### src/rtl/audio_sd_dac_mc.sv
// Multi-channel first-order sigma-delta audio DAC with per-channel click-free mute ramps.
// Latency strobe->dac_o 3 clocks in PLAY; no backpressure, every strobe is accepted.
module audio_sd_dac_mc #(
  parameter int WIDTH    = 9,
  parameter int CHANNELS = 2,
  parameter int RAMP_DIV = 64
) (
  input  logic                      clk_i,
  input  logic                      res_n_i,
  input  logic [CHANNELS*WIDTH-1:0] dac_i,
  input  logic                      sample_stb_i,
  input  logic                      signed_i,
  input  logic [CHANNELS-1:0]       mute_i,
  output logic [CHANNELS-1:0]       dac_o,
  output logic [CHANNELS-1:0]       busy_o
);

  localparam int PW = (RAMP_DIV > 1) ? $clog2(RAMP_DIV) : 1;
  localparam logic [PW-1:0]    PS_LAST = PW'(RAMP_DIV - 1);
  localparam logic [WIDTH-1:0] MID     = {1'b1, {(WIDTH-1){1'b0}}};

  typedef enum logic [1:0] {PLAY, MUTING, MUTED, UNMUTING} state_t;

  // One LSB toward the target; saturates at the target so it can never overshoot or wrap.
  function automatic logic [WIDTH-1:0] step_toward(input logic [WIDTH-1:0] cur,
                                                   input logic [WIDTH-1:0] tgt);
    if (cur < tgt)
      return cur + 1'b1;
    else if (cur > tgt)
      return cur - 1'b1;
    else
      return cur;
  endfunction

  logic [PW-1:0] ps_cnt;
  logic          tick;

  assign tick = (ps_cnt == PS_LAST);

  always_ff @(posedge clk_i) begin
    if (!res_n_i)
      ps_cnt <= '0;
    else
      ps_cnt <= tick ? '0 : ps_cnt + 1'b1;
  end

  for (genvar n = 0; n < CHANNELS; n++) begin : g_ch
    state_t           state;
    state_t           state_nxt;
    logic [WIDTH-1:0] samp;
    logic [WIDTH-1:0] samp_in;
    logic [WIDTH-1:0] eff;
    logic [WIDTH-1:0] eff_nxt;
    logic [WIDTH:0]   acc;
    logic             busy;

    // Two's complement becomes offset binary by flipping the sign bit.
    assign samp_in = dac_i[n*WIDTH +: WIDTH] ^ {signed_i, {(WIDTH-1){1'b0}}};

    always_comb begin
      state_nxt = state;
      eff_nxt   = eff;
      case (state)
        PLAY: begin
          eff_nxt = samp;
          if (mute_i[n])
            state_nxt = MUTING;
        end
        MUTING: begin
          if (tick)
            eff_nxt = step_toward(eff, MID);
          if (!mute_i[n])
            state_nxt = UNMUTING;
          else if (eff == MID)
            state_nxt = MUTED;
        end
        MUTED: begin
          eff_nxt = MID;
          if (!mute_i[n])
            state_nxt = UNMUTING;
        end
        UNMUTING: begin
          // Tracks the live sample so a new strobe retargets the ramp instead of jumping.
          if (tick)
            eff_nxt = step_toward(eff, samp);
          if (mute_i[n])
            state_nxt = MUTING;
          else if (eff == samp)
            state_nxt = PLAY;
        end
        default: state_nxt = PLAY;
      endcase
    end

    always_ff @(posedge clk_i) begin
      if (!res_n_i) begin
        samp  <= MID;
        eff   <= MID;
        acc   <= '0;
        state <= mute_i[n] ? MUTED : PLAY;
        busy  <= 1'b0;
      end else begin
        if (sample_stb_i)
          samp <= samp_in;
        eff   <= eff_nxt;
        acc   <= {1'b0, acc[WIDTH-1:0]} + {1'b0, eff};
        state <= state_nxt;
        busy  <= (state_nxt == MUTING) || (state_nxt == UNMUTING);
      end
    end

    assign dac_o[n]  = acc[WIDTH];
    assign busy_o[n] = busy;
  end

endmodule

### config.mk
export PLATFORM = sky130hd
export DESIGN_NAME = audio_sd_dac_mc
export DESIGN_NICKNAME = d
export VERILOG_FILES = /design/src/rtl/audio_sd_dac_mc.sv
export SDC_FILE = /design/constraint.sdc
export NUM_CORES = 1
export LEC_CHECK = 0
export ABC_AREA = 1
export CAP_MARGIN = 30
export CORE_UTILIZATION = 35
export DETAILED_ROUTE_END_ITERATION = 16
export GPL_ROUTABILITY_DRIVEN = 0
export PLACE_DENSITY = 0.56
export SLEW_MARGIN = 20
export SYNTH_ARGS = -nofsm -noshare
export SYNTH_HDL_FRONTEND = slang
export SYNTH_SLANG_ARGS = --single-unit
### constraint.sdc
create_clock -name clk_i -period 3.64 [get_ports clk_i]
set_input_delay 0.728 -clock clk_i [delete_from_list [all_inputs] [get_ports clk_i]]
set_output_delay 0.728 -clock clk_i [all_outputs]
set_load 0.02 [all_outputs]
==> results.tsv, run 1 <==
metric	value	unit
status	finished, final reports clean	
synth.top_cell.area_share	26.59	%
hold_viol	0	
layout-drive-gt1-share	7.535	%
ir_drop	373.7	uV
antenna_left	0	
max_freq	391.7	MHz
clkTransAtPathRegs	50	ps
synth_commonest_cells	173 x nand2_1, 94 x inv_1, 76 x nor2_1	
nets	847	
slew_viol_final	0	
antennaDiodeCount	0	
cts_tree	done	
startpoint	g_ch[0].eff[3]$_SDFFE_PN0P_	
crit_required	3870	ps
power.leakage	2.705	nW
crit_path_max_fanout	12	
grt_pass1_wl	21.76	mm
num_vias	4774	
r2r_start	g_ch[0].eff[3]$_SDFFE_PN0P_	
ys_types	42	
cts_root_buf	clkbuf_16	
drt_wl_total	13.15	mm
drt_iter0_drc	363	
ys_seq_area_share	26.59	%
drt-wirelength-per-cell	13.66	um
rsz0062_at_grt	false	
synth.most_common_cell	nand2_1	
io_pins	28	
grt_usage	19.21	%
grt_overflow	0	
grt_pass1_vias	4482	
die_h	121.2	um
synth-seq-cells	66	
synth_edf_count	0	
io_buffers	27	
clock_latency	340	ps
ctsResizeCount	0	
hpwl	9.975	mm
dieArea	14680	sq um
async_flop_share	0	%
critPathCaptureType	flop	
arrival	2790	ps
hp-class	reg -> reg	
synth_area	4970	sq um
drt_pass1_iterations	5	
worstMarginPinSlew	770.8	ps
cts_made_buffers	9	
post_cts_buffers	0	
yosys-top-cells-area	dfxtp_1 27%, nand2_1 13%, ha_1 11%, inv_1 7.1%, a21oi_1 6.6%	
fin_crit_sh	70.13	%
cts_max_path_buffers	2	
syn_avg_cell_area	6.539	sq um
std_cell_rows	43	
hp-start	ps_cnt[0]$_SDFF_PP0_	
synthCells	760	
synth.largest_area_cell	dfxtp_1	
setup_tns	0	ps
drcViolationCount	0	
setup_viol	0	
max_cap_viol_count	0	
start_util	35.80	%
start_kind	flop	
cts_hold_buf	0	
path_class	reg -> reg	
vias_per_cell	4.957	
clock-skew-final	7.268	ps
yosysWarnings	0	
hold-worst-slack	450.3	ps
grt_max_degree	39	
synthFlopType	dfxtp_1	
antenna_found_initial	0	
maxSlewHeadroom	48.42	%
period_needed	2553	ps
synth_fp_nets	829	
syn_to_final_growth	14.27	%
die_w	121.2	um
power_density	574.9	nW/um^2
htree_num_levels	3	
cts.sinks	66	
core-area	13880	sq um
## cell type report
type	count	area, sq um
fillers	1476	8202
multi-input cells	557	3067
flip-flops and latches	66	1321
inverters	108	405.4
repair buffers	36	340.3
clock buffers	11	242.7
well taps	180	225.2
clock inverters	5	77.57
## sequential cells by signal, indices dropped and copies added, names as in the netlist
name        count
g_ch.samp      18
g_ch.state      2
g_ch.acc       20
g_ch.eff       18
ps_cnt          6
g_ch.busy       2
## final timing paths
path / end / slack, ps / cells after the start
max: g_ch[0].eff[3]$_SDFFE_PN0P_ / 1090 / 13
min: ps_cnt[0]$_SDFF_PP0_ / 450 / 1
max reg2reg: g_ch[0].eff[3]$_SDFFE_PN0P_ / 1090 / 13
min reg2reg: ps_cnt[0]$_SDFF_PP0_ / 450 / 1
## kinds of logic after synthesis
group / share of synthesized area (%)
xor gates and xnor gates: 2.644
adders and majority gates: 11.63
DFF: 26.59
buffers and inverters: 11.71
and+or+nand+nor: 30.79
AOI/OAI and AO/OA: 16.64
## worst max-delay path, cell delays in order (launching register included)
cell and delay [ps]:
dfxtp_1 640, ha_1 330, nand2_1 80, inv_1 60, nand2_1 60, nand2_1 60, nand2_1 60, nand3_1 340
nand2_1 240, nand2_4 100, inv_2 210, nand3_1 100, nor2_1 110, nor2_1 50
## stage by stage
step	cells	power, mW	area, sq um	worst slack, ps	utilization (%)
2_1_floorplan	760	2.023	4970	1897	-
3_3_place_gp	946	2.302	5344	1095	38.50
3_5_place_dp	946	2.331	5344	1072	38.50
4_1_cts	962	3.290	5664	1055	40.81
5_1_grt	963	3.536	5679	776.1	40.91
6_report	963	3.265	5679	1087	40.91
## power breakdown
group | switching (mW) | leakage [nW] | internal (mW)
clock network | 0.324 | 0.156 | 0.615
logic | 0.874 | 2.00 | 0.486
registers | 0.115 | 0.546 | 0.850
## routing by layer
| layer | vias to the layer above | wire, um | track usage (%) |
|---|---|---|---|
| li1 | 2507 | - | - |
| met4 | 0 | 169 | 5.864 |
| met5 | - | 0 | 0 |
| met3 | 17 | 465 | 4.887 |
| met2 | 86 | 5928 | 30.96 |
| met1 | 2164 | 6588 | 25.04 |
## layout by cell type, fill, tap and decap left out, types with 2 or more instances in the layout
| cell type | synthesis | routed |
|---|---|---|
| nand2_1 | 173 | 173 |
| inv_1 | 94 | 94 |
| nor2_1 | 76 | 76 |
| a21oi_1 | 66 | 66 |
| dfxtp_1 | 66 | 66 |
| nand3_1 | 55 | 55 |
| o21ai_0 | 51 | 51 |
| ha_1 | 43 | 43 |
| clkdlybuf4s50_1 | 0 | 26 |
| o21ai_1 | 14 | 14 |
| inv_2 | 13 | 13 |
| xor2_1 | 12 | 12 |
| nand4_1 | 11 | 11 |
| nor3_1 | 9 | 9 |
| clkbuf_16 | 0 | 9 |
| buf_4 | 7 | 8 |
| o211ai_1 | 5 | 5 |
| nand3_2 | 4 | 4 |
| a22oi_1 | 3 | 3 |
| xnor2_1 | 3 | 3 |
| nor2_2 | 3 | 3 |
| nor2_4 | 3 | 3 |
| nand2_2 | 3 | 3 |
| and2_1 | 2 | 2 |
| o21a_1 | 2 | 2 |
| o31a_1 | 2 | 2 |
| a21oi_2 | 2 | 2 |
| o21bai_1 | 2 | 2 |
| fa_1 | 2 | 2 |
| bufinv_16 | 0 | 2 |
| clkinv_2 | 0 | 2 |
(Power assumes the default switching activity.)
==> inputs of run 2 (changes only) <==
Clock period 3.64 ns to 2.65 ns, I/O delays scaled along.
==> run 2 against run 1 <==
Combinational power up 43%. Die area unchanged. Non-clock buffer count up 7. Cell area up 0.42%. Via count up 1.4%. Sequential share of layout area down 0.097 points. Register-to-register slack worse by 610 ps. Clock skew down 3.0 ps. Count of clock-buffer cells in the layout up 3. Critical path type unchanged. Critical endpoint is now g_ch[1].eff[5]$_SDFFE_PN0P_. Highest routed layer unchanged.
==> results.tsv, run 2 (synthesis gave the netlist of run 1 again) <==
metric	value	unit
crit_required	2870	ps
ctsResizeCount	0	
post-route-util	41.09	%
die_w	121.2	um
clock-skew-final	4.287	ps
drt_iter0_drc	284	
arrival	2390	ps
core-area	13880	sq um
antenna_found_initial	0	
regToRegSetupSlack	480	ps
start_kind	flop	
max_freq	461.2	MHz
dieArea	14680	sq um
p_sw	1.793	mW
clkPwrFrac	27.1	%
drcViolationCount	0	
maxSlewHeadroom	55.10	%
die_h	121.2	um
setup_viol	0	
cts_made_buffers	9	
period_needed	2168	ps
slew_viol_final	0	
layout_commonest_cell	nand2_1	
rsz0062_at_grt	false	
antennaDiodeCount	0	
r2r_start	g_ch[1].eff[6]$_SDFFE_PN0P_	
cts_tree	done	
io_pins	28	
vias_per_cell	4.992	
clock_latency	330	ps
multi_input_area	3067	sq um
met3WireLength	431	um
critPathCaptureType	flop	
r2r_end	g_ch[1].eff[5]$_SDFFE_PN0P_	
most-common-layout-cells	173 x nand2_1, 94 x inv_1, 76 x nor2_1	
ir_drop	266.8	uV
grt_overflow	0	
stdcell_count	970	
largest_register	g_ch.acc	
antenna_left	0	
preCtsSetupSlack	523.4	ps
post_cts_buffers	0	
cts_root_buf	clkbuf_16	
pwr-share-seq	29.1	%
io_buffers	27	
path_class	reg -> reg	
grt_pass1_wl	21.63	mm
swShare	40.43	%
nFillCells	1458	
setup_ws	481.6	ps
comb_power_share	43.7	%
setup_tns	0	ps
wl_met1	6.459	mm
startpoint	g_ch[1].eff[6]$_SDFFE_PN0P_	
cts.sinks	66	
cts_hold_buf	0	
syn_to_final_growth	14.75	%
clkTransAtPathRegs	50	ps
htree_num_levels	3	
num_vias	4842	
drt-wirelength-per-cell	13.58	um
critPathCapture	g_ch[1].eff[5]$_SDFFE_PN0P_	
critPathMostFrequentCell	nor2_1	
start_util	35.80	%
placedCellCount	954	
largest_reg_flops	20	
top_regs	g_ch.acc: 20 flops, g_ch.eff: 18 flops, g_ch.samp: 18 flops	
cts_max_path_buffers	2	
routed-wl-met2	6.084	mm
drt_pass1_iterations	4	
internal_power	2.642	mW
hpwl	10.25	mm
nets	854	
power_density	777.7	nW/um^2
power.leakage	2.729	nW
worstRegToRegCells	9	
top_layer	met4	
grt_max_degree	32	
max_cap_viol_count	0	
layout-drive-gt1-share	8.101	%
crit_path_max_fanout	15	
grt_pass1_vias	4541	
hp-class	reg -> reg	
status	finished, final reports clean	
max_stage_delay	470	ps
grt_usage	18.80	%
seqCellArea	1321	sq um
fin_crit_sh	81.83	%
drt_wl_total	13.17	mm
crit_chain	ha_1 -> nand2_1 -> nor2_1 -> nand3_1 -> nand3_2 -> a21oi_4 -> o21ai_0 -> nor2_1 -> nor2_1	
std_cell_rows	43	
hold_viol	0	
slowest_stage	dfxtp_1	
worstMarginPinSlew	671.0	ps
[run 2: cell count changes in the layout (fill, tap and decap cells not counted)]
cell | before | now
bufinv_16 | 2 | 1
clkbuf_1 | 1 | 3
clkbuf_8 | 1 | 2
buf_4 | 8 | 16
clkinvlp_4 | 1 | 0
buf_8 | 1 | 0
clkinv_2 | 2 | 1
[run 2: layout make-up]
class | count | area share, %
sequential | 66 | 23.17
tap | 180 | 3.949
inverter | 108 | 7.108
timing repair buffer | 43 | 6.757
clock buffer | 14 | 4.629
multi-input combinational | 557 | 53.77
clock inverter | 2 | 0.6143
[run 2: metrics by stage]
step                power [mW]  hold WS, ps  cell area (sq um)
floorplan                2.778        417.6               4970
global placement         3.203        430.7               5404
detailed placement       3.233        451.6               5404
CTS                      4.458        461.3               5703
global route             4.795        478.3               5703
finish                   4.435        457.1               5703
[run 2: worst min-delay path by stage]
stage | startpoint | depth (start not counted) | to | slack [ps]
6_report | ps_cnt[0]$_SDFF_PP0_ | 1 | ps_cnt[0]$_SDFF_PP0_ | 460
5_1_grt | ps_cnt[0]$_SDFF_PP0_ | 1 | ps_cnt[0]$_SDFF_PP0_ | 480
4_1_cts | ps_cnt[0]$_SDFF_PP0_ | 1 | ps_cnt[0]$_SDFF_PP0_ | 460
3_5_place_dp | ps_cnt[0]$_SDFF_PP0_ | 1 | ps_cnt[0]$_SDFF_PP0_ | 450
3_3_place_gp | ps_cnt[0]$_SDFF_PP0_ | 1 | ps_cnt[0]$_SDFF_PP0_ | 430
2_1_floorplan | ps_cnt[0]$_SDFF_PP0_ | 1 | ps_cnt[0]$_SDFF_PP0_ | 420
[run 2: layer usage]
| metal | vias to the layer above | track usage, % |
|---|---|---|
| li1 | 2524 | - |
| met1 | 2217 | 24.40 |
| met2 | 85 | 31.21 |
| met3 | 16 | 3.242 |
| met4 | 0 | 6.559 |
| met5 | - | 0 |
[run 2: critical path, delay by kind of cell, from the launching register on]
family,cells,cell delay (ps)
simple gates,6,690
compound gates,2,600
flops,1,470
fa+ha+maj,1,300
[run 2: power groups by stage]
stage          Sequential (mW)  Combinational, mW  Clock (mW)
6_report                  1.29               1.94        1.20
3_3_place_gp              1.31               1.90           0
3_5_place_dp              1.31               1.92           0
4_1_cts                   1.29               1.93        1.23
5_1_grt                   1.32               2.20        1.28
2_1_floorplan             1.27               1.50           0
